## config.mk

```make
export PLATFORM = sky130hd
export DESIGN_NAME = fb_arbiter
export DESIGN_NICKNAME = d
export VERILOG_FILES = /design/src/rtl/fb_pkg.sv /design/src/rtl/fb_rr_pick.sv /design/src/rtl/fb_arbiter.sv
export SDC_FILE = /design/constraint.sdc
export NUM_CORES = 1
export LEC_CHECK = 0
export BUFFER_PORTS_ARGS = -buffer_cell sky130_fd_sc_hd__buf_2
export CAP_MARGIN = 20
export CORE_ASPECT_RATIO = 0.7
export CORE_MARGIN = 1
export CORE_UTILIZATION = 30
export DETAILED_ROUTE_END_ITERATION = 6
export PLACE_DENSITY = 0.55
export SLEW_MARGIN = 20
export SYNTH_ARGS = -nofsm -noshare
export SYNTH_HDL_FRONTEND = slang
export SYNTH_SLANG_ARGS = --single-unit
```

## constraint.sdc

```tcl
create_clock -name clk -period 3.8 [get_ports clk]
set_input_delay 0.38 -clock clk [delete_from_list [all_inputs] [get_ports clk]]
set_output_delay 0.38 -clock clk [all_outputs]
set_load 0.03 [all_outputs]
```

## src/rtl/fb_pkg.sv

```systemverilog
// Shared frame-buffer definitions: requester IDs and default sizing.
package fb_pkg;

  typedef enum logic [1:0] {
    REQ_NONE = 2'd0,
    REQ_GEN  = 2'd1,
    REQ_HOST = 2'd2,
    REQ_DISP = 2'd3
  } req_id_e;

  localparam int FB_WORDS_DEF     = 24000;
  localparam int DISP_RUN_MAX_DEF = 8;

endpackage

```

## src/rtl/fb_rr_pick.sv

```systemverilog
// Display-first pick with a two-way round robin between generator and host.
module fb_rr_pick
  import fb_pkg::*;
(
  input  logic    gen_req,
  input  logic    host_req,
  input  logic    disp_req,
  input  logic    rr_host,
  input  logic    disp_block,
  output req_id_e pick
);

  always_comb begin
    pick = REQ_NONE;
    if (disp_req && !disp_block)
      pick = REQ_DISP;
    else if (gen_req && host_req)
      pick = rr_host ? REQ_HOST : REQ_GEN;
    else if (gen_req)
      pick = REQ_GEN;
    else if (host_req)
      pick = REQ_HOST;
  end

endmodule

```

## src/rtl/fb_arbiter.sv

```systemverilog
// Frame-buffer arbiter: three requesters onto one single-port RAM,
// registered RAM port, tagged read returns two cycles after the grant.
module fb_arbiter
  import fb_pkg::*;
#(
  parameter int ADDR_W       = 16,
  parameter int DATA_W       = 16,
  parameter int FB_WORDS     = FB_WORDS_DEF,
  parameter int DISP_RUN_MAX = DISP_RUN_MAX_DEF
) (
  input  logic              clk,
  input  logic              reset,
  input  logic              gen_req,
  input  logic [ADDR_W-1:0] gen_addr,
  input  logic [DATA_W-1:0] gen_data,
  output logic              gen_gnt,
  input  logic              host_req,
  input  logic              host_we,
  input  logic [ADDR_W-1:0] host_addr,
  input  logic [DATA_W-1:0] host_wdata,
  output logic              host_gnt,
  output logic              host_rvalid,
  output logic [DATA_W-1:0] host_rdata,
  input  logic              disp_req,
  input  logic [ADDR_W-1:0] disp_addr,
  output logic              disp_gnt,
  output logic              disp_rvalid,
  output logic [DATA_W-1:0] disp_rdata,
  output logic [ADDR_W-1:0] ram_addr,
  output logic [DATA_W-1:0] ram_wdata,
  output logic              ram_we,
  input  logic [DATA_W-1:0] ram_rdata,
  output logic              range_err
);

  localparam int                RUN_W     = $clog2(DISP_RUN_MAX + 1);
  localparam logic [RUN_W-1:0]  RUN_LIMIT = RUN_W'(DISP_RUN_MAX);
  localparam logic [ADDR_W:0]   OOR_LIMIT = (ADDR_W + 1)'(FB_WORDS);

  logic [RUN_W-1:0]  run_cnt;
  logic              rr_host;
  logic              writer_pend;
  logic              disp_block;
  req_id_e           pick;

  logic [ADDR_W-1:0] sel_addr;
  logic [DATA_W-1:0] sel_wdata;
  logic              sel_we;
  logic              sel_oor;
  req_id_e           sel_rd;

  req_id_e           rd_id_p0, rd_id_p1;
  logic              oor_p0, oor_p1;
  logic [DATA_W-1:0] ret_data;
  logic [DATA_W-1:0] host_hold, disp_hold;

  assign writer_pend = gen_req | host_req;
  assign disp_block  = writer_pend && (run_cnt == RUN_LIMIT);

  fb_rr_pick u_pick (
    .gen_req    (gen_req),
    .host_req   (host_req),
    .disp_req   (disp_req),
    .rr_host    (rr_host),
    .disp_block (disp_block),
    .pick       (pick)
  );

  // Grants are forced low the moment reset asserts, not at the next edge.
  assign gen_gnt  = reset && (pick == REQ_GEN);
  assign host_gnt = reset && (pick == REQ_HOST);
  assign disp_gnt = reset && (pick == REQ_DISP);

  always_comb begin
    sel_addr  = gen_addr;
    sel_wdata = gen_data;
    sel_we    = 1'b0;
    sel_rd    = REQ_NONE;
    case (pick)
      REQ_GEN: sel_we = 1'b1;
      REQ_HOST: begin
        sel_addr  = host_addr;
        sel_wdata = host_wdata;
        sel_we    = host_we;
        sel_rd    = host_we ? REQ_NONE : REQ_HOST;
      end
      REQ_DISP: begin
        sel_addr = disp_addr;
        sel_rd   = REQ_DISP;
      end
      default: ;
    endcase
  end

  assign sel_oor = ({1'b0, sel_addr} >= OOR_LIMIT);

  // Stage p0: grant -> RAM port, run counter, rr pointer, read tag
  always_ff @(posedge clk or negedge reset) begin
    if (!reset) begin
      run_cnt   <= '0;
      rr_host   <= 1'b0;
      ram_addr  <= '0;
      ram_wdata <= '0;
      ram_we    <= 1'b0;
      range_err <= 1'b0;
      rd_id_p0  <= REQ_NONE;
      oor_p0    <= 1'b0;
    end else begin
      if (pick == REQ_DISP && writer_pend)
        run_cnt <= run_cnt + 1'b1;
      else
        run_cnt <= '0;
      if (pick == REQ_GEN || pick == REQ_HOST)
        rr_host <= ~rr_host;
      if (pick != REQ_NONE) begin
        ram_addr  <= sel_addr;
        ram_wdata <= sel_wdata;
      end
      ram_we    <= sel_we && !sel_oor;
      range_err <= (pick != REQ_NONE) && sel_oor;
      rd_id_p0  <= sel_rd;
      oor_p0    <= sel_oor;
    end
  end

  // Stage p1: tag aligned with the RAM's registered read data
  always_ff @(posedge clk or negedge reset) begin
    if (!reset) begin
      rd_id_p1  <= REQ_NONE;
      oor_p1    <= 1'b0;
      host_hold <= '0;
      disp_hold <= '0;
    end else begin
      rd_id_p1  <= rd_id_p0;
      oor_p1    <= oor_p0;
      host_hold <= host_rdata;
      disp_hold <= disp_rdata;
    end
  end

  assign ret_data    = oor_p1 ? '0 : ram_rdata;
  assign host_rvalid = (rd_id_p1 == REQ_HOST);
  assign disp_rvalid = (rd_id_p1 == REQ_DISP);
  assign host_rdata  = host_rvalid ? ret_data : host_hold;
  assign disp_rdata  = disp_rvalid ? ret_data : disp_hold;

endmodule
```

==> results.sh, run 1 <==
export IMPL_status="finished, final reports clean"
export IMPL_relSlewSlack_pct=38.5
export IMPL_wl_per_cell_um=14.2
export IMPL_ff2ff_setup_slack_ps=850
export IMPL_routed_wirelength_um=9380
export IMPL_core_um2=11100
export IMPL_cts_resized=0
export IMPL_critPathCaptureType="primary output"
export IMPL_synth_edff_count=0
export IMPL_htreeDepth=3
export IMPL_layoutNonFillerInstCount=659
export IMPL_synth_seq_area_share_pct=55.8
export IMPL_die_area_um2=12000
export IMPL_synth_seq_cells=77
export IMPL_cts_root_buffer="clkbuf_16"
export IMPL_rsz0062_at_grt="no"
export IMPL_synthAdderAreaFrac_pct=2.54
export IMPL_die_w_um=130
export IMPL_rows=32
export IMPL_slew_viol_final=0
export IMPL_path_max_fanout=21
export IMPL_gp_congestion=0.787
export IMPL_grt_max_degree=47
export IMPL_fmax_mhz=326
export IMPL_cp_slowest_stage_delay_ps=480
export IMPL_clock_sinks=77
export IMPL_worst_r2r_path_depth=11
export IMPL_fin_crit_sh_pct=80.7
export IMPL_syn_instance_count=333
export IMPL_cts_setup_buffers=0
export IMPL_layout_commonest_cell="buf_2"
export IMPL_antenna_found_initial=1
export IMPL_post_synth_cell_area_avg_um2=10.4
export IMPL_tns_ps=0
export IMPL_ios=173
export IMPL_cts_tree="done"
export IMPL_synth_area_um2=3450
export IMPL_initial_core_util_pct=31.1
export IMPL_ctsHoldBuffers=0
export IMPL_drive_above_1_share_pct=40.7
export IMPL_final_setup_viol_count=0
export IMPL_cts_buffers=9
export IMPL_drtPass1Iterations=4
export IMPL_path_buf_inv=3
export IMPL_synthFlopType="dfrtp_1"
export IMPL_ir_worst_vdd_mv=0.271
export IMPL_ys_warn_count=0
export IMPL_synthXorXnorAreaFrac_pct=0.761
export IMPL_cpMostUsedCell="and2_1"
export IMPL_track_usage_pct=16.4
export IMPL_grt_pass1_wl_um=14900
export IMPL_synth_nets=442
export IMPL_cp_required_ps=3420
export IMPL_crit_type="reg -> out"
export IMPL_vias=3013
export IMPL_power_density_nw_per_um2=666
export IMPL_portBuffers=172
export IMPL_synth_cell_types=30
export IMPL_hpwl_um=6900
export IMPL_worstSetupStartpointType="register"
export IMPL_synth_top_family_by_area="compound AO/OA/AOI/OAI gates"
export IMPL_drtAntennaViolNets=0
export IMPL_hold_viol=0
export IMPL_cpMaxStageDelayCell="ha_2"
export IMPL_drtIter0Drc=89
export IMPL_synthSimpleGateAreaFrac_pct=12.0
export IMPL_nets=610
export IMPL_grt_pass1_vias=2945
export IMPL_p_leak_nw=2.47
export IMPL_cp_arrival_ps=2690
export IMPL_vias_per_cell=4.57
export IMPL_clk_path_buf_depth=2
export IMPL_clk_pin_slew_ps=60
export IMPL_synth_compound_area_share_pct=16.8
export IMPL_worstSkewPairLatency_ps=330
export IMPL_synthMuxAreaShare_pct=7.90
export IMPL_path_depth=9
export IMPL_synthArstFlopShare_pct=100
export IMPL_period_needed_ps=3070
export IMPL_finalClockSkew_ps=4.93
export IMPL_die_h_um=91.8
export IMPL_worstMarginPinSlew_ps=920
export IMPL_diodes=0
export IMPL_final_cell_mix="buf_2, dfrtp_1, nand2_1"
export IMPL_drc=0
export IMPL_area_growth_pct=38.7
export IMPL_crit_chain="inv_1 -> ha_1 -> nand2_1 -> o31ai_1 -> and2_1 -> ha_2 -> buf_4 -> and2_1 -> buf_2"
export IMPL_maxCapViolations=0
export IMPL_crit_family="buffers and inverters"
export IMPL_overflow=0
export IMPL_post_place_cells=643
export IMPL_min_path_type="in -> async"
## final cells by class
cell class	count	area (µm²)
multi-input cells	221	1390
inverters	15	56.3
flip-flops and latches	77	1930
clock inverters	6	86.3
fillers	1099	6300
well taps	153	191
repair buffers	177	901
clock buffers	10	239
## through the flow
step / setup slack (ps) / total power (W) / cell area [µm²] / hold slack [ps] / utilization (%)
finish: 735 / 0.00319 / 4790 / 47.5 / 43.2
global route: 501 / 0.00338 / 4790 / 93.2 / 43.2
CTS: 692 / 0.00323 / 4790 / 68.7 / 43.2
detailed placement: 871 / 0.00229 / 4460 / 336 / 40.2
global placement: 932 / 0.00227 / 4460 / 335 / 40.2
floorplan: 1260 / 0.00190 / 3450 / 84.4 / -
## state kept, by name (all words and copies together) (netlist names), 2 cells and up
| signal | cells |
|---|---|
| run_cnt | 4 |
| host_hold | 16 |
| disp_hold | 16 |
| ram_wdata | 16 |
| rd_id_p1 | 2 |
| rd_id_p0 | 2 |
| ram_addr | 16 |
## synthesized netlist by cell type, drive strengths merged (7+ instances only)
cell     n  area, µm²
a21oi    9       45.0
buf      9       47.5
a21o     8       60.1
a22o    13        114
o21ai   51        255
clkbuf  11       41.3
mux2    10        113
nand2b  17        106
nand2   56        210
nor2     7       26.3
dfrtp   77       1930
inv     15       56.3
mux2i   16        160
ha       7       87.6
## cell families after synthesis
| kind of cell | Yosys count |
|---|---|
| muxes | 26 |
| buffers and inverters | 35 |
| DFF | 77 |
| AOI/OAI and AO/OA | 95 |
| and+or+nand+nor | 90 |
| adders and majority gates | 7 |
| xor gates and xnor gates | 3 |
## layer usage
metal / GRT usage (%) / part of all wire (%) / up-vias
met5: 0 / 0.075 / -
met4: 4.75 / 1.2 / 2
met3: 5.78 / 8.0 / 10
met2: 26.5 / 45 / 120
met1: 20.6 / 46 / 1404
li1: - / - / 1477
## worst paths after layout
path | to | from
setup / recovery | host_gnt | run_cnt[0]
hold / removal | host_hold[10] | reset
setup reg to reg | ram_we | run_cnt[0]
hold reg to reg | rd_id_p1[1] | rd_id_p0[1]
max in group asynchronous | rd_id_p0[0] | reset
min in group clk | ram_addr[0] | gen_addr[0]
## report_power, final
part / internal, W / switching [W]
Sequential: 0.00103 / 0.0000918
Combinational: 0.000350 / 0.000791
Clock: 0.000591 / 0.000331
Total: 0.00197 / 0.00121
Note: power is estimated with default switching activity, not from simulation.
==> run 2: changes to the inputs <==
PLACE_DENSITY = 0.58   (was 0.55)
clock period = 2.5 ns   (was 3.8 ns; I/O delays follow)
==> run 2 against run 1 <==
  * The flow now finishes with violations (negative setup slack)
  * Sequential share of layout area shrank 2.3 points
  * Global-route usage fell by 1.2 points
  * Via count shrank 0.27%
  * Die area stayed put
  * Sequential cell count stayed put
  * Design area is 6.0% higher
  * First-iteration DRC count rose by 36%
  * Clock power rose by 58%
  * Non-clock buffer count grew 17
==> results.sh, run 2 (synthesis results as in run 1) <==
export IMPL_setup_slack_ps=-55.8
export IMPL_vias_per_cell=4.45
export IMPL_gp_congestion=0.764
export IMPL_cp_arrival_ps=2770
export IMPL_whs_ps=190
export IMPL_hpwl_um=6640
export IMPL_cts_tree="done"
export IMPL_htreeDepth=3
export IMPL_cp_endpoint="ram_we"
export IMPL_overflow=0
export IMPL_antenna_found_initial=0
export IMPL_reg2reg_from="run_cnt[0]"
export IMPL_critPathLaunch="run_cnt[0]"
export IMPL_area_growth_pct=47.0
export IMPL_routed_wirelength_um=9290
export IMPL_worstMarginPinSlew_ps=464
export IMPL_drtAntennaViolNets=0
export IMPL_portBuffers=172
export IMPL_critPathCaptureType="register"
export IMPL_ios=173
export IMPL_fmax_mhz=391
export IMPL_drtIter0Drc=121
export IMPL_rsz0062_at_grt="yes"
export IMPL_fillers=1102
export IMPL_clock_sinks=77
export IMPL_relSlewSlack_pct=69.1
export IMPL_utilization_pct=45.8
export IMPL_period_needed_ps=2560
export IMPL_slew_viol_final=0
export IMPL_initial_core_util_pct=31.1
export IMPL_grt_max_degree=41
export IMPL_ir_worst_vdd_mv=0.321
export IMPL_diodes=0
export IMPL_final_cell_mix="buf_2, dfrtp_1, nand2_1"
export IMPL_vias=3005
export IMPL_power_density_nw_per_um2=986
export IMPL_rows=32
export IMPL_maxCapViolations=0
export IMPL_clk_path_buf_depth=2
export IMPL_crit_type="reg -> reg"
export IMPL_ff2ff_setup_slack_ps=-60
export IMPL_cp_required_ps=2710
export IMPL_die_w_um=130
export IMPL_drtPass1Iterations=4
export IMPL_violations="negative setup slack"
export IMPL_status="complete, but fails checks"
export IMPL_reg2reg_to="ram_we"
export IMPL_worstSkewPairLatency_ps=330
export IMPL_layout_commonest_cell="buf_2"
export IMPL_worstSetupStartpointType="register"
export IMPL_cts_root_buffer="clkbuf_16"
export IMPL_final_setup_viol_count=1
export IMPL_die_area_um2=12000
export IMPL_fin_crit_sh_pct=102
export IMPL_drc=0
export IMPL_core_um2=11100
export IMPL_min_path_type="in -> reg"
export IMPL_drive_above_1_share_pct=44.9
export IMPL_track_usage_pct=15.2
export IMPL_grt_pass1_wl_um=14000
export IMPL_path_max_fanout=6
export IMPL_hold_viol=0
export IMPL_p_leak_nw=2.59
export IMPL_cts_buffers=9
export IMPL_wl_per_cell_um=13.7
export IMPL_finalClockSkew_ps=4.73
export IMPL_grt_pass1_vias=2852
export IMPL_worst_r2r_path_depth=11
export IMPL_nets=627
export IMPL_clk_pin_slew_ps=60
export IMPL_die_h_um=91.8
## run 2: changes by cell type in the layout (fill, tap and decap cells not counted), moves of 3 or more
cell	delta
ha_4	+4
and2_1	-3
buf_4	+13
and2_4	+3
ha_1	-3
## run 2: how the worst min path moves through the flow
stage | depth (start not counted) | slack, ps | startpoint | end
2_1_floorplan | 0 | -50 | reset | disp_hold[0]
3_3_place_gp | 1 | 210 | reset | rd_id_p0[1]
3_5_place_dp | 1 | 220 | reset | rd_id_p0[0]
4_1_cts | 3 | 180 | gen_addr[3] | ram_addr[3]
5_1_grt | 3 | 190 | gen_addr[3] | ram_addr[3]
6_report | 3 | 190 | gen_addr[3] | ram_addr[3]
## run 2: cell type report
class                      instances  area, µm²  area share [%]
inverter                          15       58.8            1.16
clock inverter                     7        114            2.24
tap                              153        191            3.77
sequential                        77       1930            38.0
timing repair buffer             194       1090            21.4
clock buffer                       9        225            4.44
multi-input combinational        221       1470            29.0
## run 2: per-stage QoR
step / setup WS, ps / instance area, µm² / instances / setup TNS [ps] / power [W]
floorplan: 5.21 / 3470 / 333 / 0 / 0.00290
finish: -55.8 / 5070 / 676 / -55.8 / 0.00500
CTS: -57.2 / 4970 / 672 / -57.2 / 0.00503
detailed placement: -203 / 4570 / 654 / -354 / 0.00351
global route: -209 / 5070 / 676 / -405 / 0.00529
global placement: -69.2 / 4570 / 654 / -69.2 / 0.00348
## run 2: per-layer routing
| metal | GRT usage, % | wire, µm | vias to the layer above |
|---|---|---|---|
| li1 | - | - | 1509 |
| met1 | 19.4 | 4200 | 1384 |
| met4 | 3.20 | 37 | 0 |
| met3 | 5.31 | 699 | 5 |
| met2 | 24.7 | 4350 | 107 |
| met5 | 0 | 0 | - |
## run 2: report_power, final
group / total (W) / internal (W) / switching [W]
Sequential: 0.00170 / 0.00157 / 0.000134
Clock: 0.00146 / 0.000970 / 0.000486
Combinational: 0.00184 / 0.000616 / 0.00123
Total: 0.00500 / 0.00316 / 0.00185
## run 2: critical path, cell delays in order, from the launching register on
cell and delay (ps):
dfrtp_1 370, inv_1 60, ha_2 170, nand2_2 60
o31ai_4 200, and2_4 200, inv_4 40, ha_4 170
or3b_4 370, a222oi_1 420, nand3_1 160, o211a_1 220
## run 2: what timing repair did
action	CTS	global route
cloned	0	1
hold buffers	1	0
endpoints found under the hold margin	24	0
gates resized for setup	9	17
pin swaps	6	2
setup endpoints to repair	4	8
setup buffers	1	3
==> run 3: changes to the inputs <==
CORE_UTILIZATION = 40   (was 30)
PLACE_DENSITY = 0.73   (was 0.58)
==> run 3 against run 2 <==
  * The flow still finishes with violations (negative setup slack)
  * Maximum frequency down 0.89%
  * Worst setup slack worse by 23 ps
  * Routed wire length down 1.6%
  * Critical path type unchanged
  * Combinational power about the same
  * Highest routed layer unchanged
  * Clock skew grew 1.9 ps
  * Critical path depth decreased by 1
  * Clock power fell by 16%
  * Critical endpoint unchanged
==> results.sh, run 3 (synthesis results as in run 1) <==
export IMPL_status="complete, but fails checks"
export IMPL_violations="negative setup slack"
export IMPL_clock_sinks=77
export IMPL_hold_viol=0
export IMPL_vias=3114
export IMPL_power_w=0.00479
export IMPL_setup_slack_ps=-78.7
export IMPL_htreeDepth=3
export IMPL_worstMarginPinSlew_ps=510
export IMPL_routed_top_layer="met4"
export IMPL_period_needed_ps=2580
export IMPL_drc=0
export IMPL_cts_tree="done"
export IMPL_drtIter0Drc=119
export IMPL_cts_buffers=9
export IMPL_grt_pass1_vias=2951
export IMPL_portBuffers=172
export IMPL_met1Wirelength_um=4170
export IMPL_grt_max_degree=43
export IMPL_fillers=680
export IMPL_area_growth_pct=43.7
export IMPL_utilization_pct=61.2
export IMPL_cp_arrival_ps=2790
export IMPL_slew_viol_final=0
export IMPL_final_setup_viol_count=3
export IMPL_die_w_um=113
export IMPL_final_area_um2=4960
export IMPL_drtAntennaViolNets=0
export IMPL_final_cell_mix="buf_2, dfrtp_1, nand2_1"
export IMPL_cpMaxStageDelayCell="a222oi_1"
export IMPL_clk_pin_slew_ps=60
export IMPL_worstSetupStartpointType="register"
export IMPL_rsz0062_at_grt="yes"
export IMPL_gp_congestion=0.839
export IMPL_diodes=0
export IMPL_cp_slowest_stage_delay_ps=430
export IMPL_fmax_mhz=388
export IMPL_drtPass1Iterations=4
export IMPL_hpwl_um=6630
export IMPL_crit_type="reg -> reg"
export IMPL_rows=27
export IMPL_relSlewSlack_pct=66.0
export IMPL_crit_chain="inv_1 -> ha_1 -> nand2_2 -> o31ai_4 -> nand2_2 -> ha_4 -> or3b_4 -> a222oi_1 -> nand3_1 -> o211a_1"
export IMPL_core_um2=8110
export IMPL_vias_per_cell=4.95
export IMPL_finalClockSkew_ps=6.66
export IMPL_routed_wirelength_um=9140
export IMPL_drive_above_1_share_pct=44.7
export IMPL_fin_crit_sh_pct=103
export IMPL_path_max_fanout=9
export IMPL_multiInputGateArea_um2=1450
export IMPL_die_area_um2=9020
export IMPL_critPathCaptureType="register"
export IMPL_ir_worst_vdd_mv=0.415
export IMPL_p_leak_nw=2.57
export IMPL_cpMostUsedCell="nand2_2"
export IMPL_initial_core_util_pct=42.6
export IMPL_wl_per_cell_um=14.5
export IMPL_register_area_um2=1930
export IMPL_min_path_type="in -> reg"
export IMPL_layout_commonest_cell="buf_2"
export IMPL_track_usage_pct=20.2
export IMPL_nets=632
export IMPL_maxCapViolations=0
export IMPL_overflow=0
export IMPL_grt_pass1_wl_um=14200
export IMPL_die_h_um=79.7
export IMPL_cts_root_buffer="clkbuf_16"
export IMPL_place_area_um2=4510
export IMPL_power_density_nw_per_um2=965
export IMPL_clk_path_buf_depth=2
export IMPL_antenna_found_initial=0
export IMPL_cp_required_ps=2720
export IMPL_wl_met3_um=652
export IMPL_ios=173
export IMPL_worstSkewPairLatency_ps=330
export IMPL_met2WireLength_um=4210
## run 3: cell types whose count changed in the layout (fill, tap and decap cells not counted)
cell	before	now
bufinv_16	3	0
buf_4	19	24
clkinvlp_4	0	3
inv_6	0	3
a31oi_2	1	0
ha_1	2	4
a31oi_1	0	1
inv_4	1	0
ha_2	1	0
ha_4	4	3
clkinv_2	3	0
a21oi_1	8	9
a21oi_2	1	0
inv_2	1	2
## run 3: layer usage
layer	vias up	global-route usage, %
li1	1526	-
met1	1435	26.2
met2	140	33.4
met3	13	5.01
met4	0	6.32
met5	-	0
## run 3: path summary, 6_finish.rpt
kind                                  start  cells after the start      endpoint  slack [ps]
worst max-delay path             run_cnt[0]                     10        ram_we         -80
worst min-delay path            gen_addr[4]                      3   ram_addr[4]         200
worst max register to register   run_cnt[0]                     10        ram_we         -80
worst min register to register  rd_id_p0[1]                      0   rd_id_p1[1]         350
max in group asynchronous             reset                      3  disp_hold[0]        1140
min in group asynchronous             reset                      2  host_hold[9]         450
## run 3: power breakdown
part	internal (W)	switching (W)
Sequential	0.00157	0.000137
Combinational	0.000625	0.00123
Clock	0.000684	0.000543
Total	0.00288	0.00191
## run 3: per-stage QoR
step	cells	TNS (ps)	setup WS [ps]	hold slack (ps)
2_1_floorplan	333	0	5.21	-45.6
3_5_place_dp	603	-598	-280	247
5_1_grt	629	-570	-184	204
6_report	629	-109	-78.7	201
3_3_place_gp	603	-81.8	-81.8	248
4_1_cts	624	-149	-84.1	195
## run 3: worst max-delay path: cells and delay by family (launching register included)
kind | cells | cell delay, ps
adders and majority gates | 2 | 380
buffers and inverters | 1 | 60
and+or+nand+nor | 4 | 770
DFF | 1 | 380
AOI/OAI and AO/OA | 3 | 880
## run 3: layout make-up
type | instances | area share (%)
Clock inverter | 7 | 1.16
Inverter | 15 | 1.13
Clock buffer | 9 | 4.54
Tap cell | 101 | 2.55
Multi-Input combinational cell | 221 | 29.2
Sequential cell | 77 | 38.8
Timing Repair Buffer | 199 | 22.6
## run 3: what timing repair did
item	4_1_cts	5_1_grt
hold buffers	1	0
cloned	0	1
setup endpoints to repair	5	10
endpoints found under the hold margin	37	0
pin swaps	9	0
buffers inserted	4	4
resized for setup	8	12
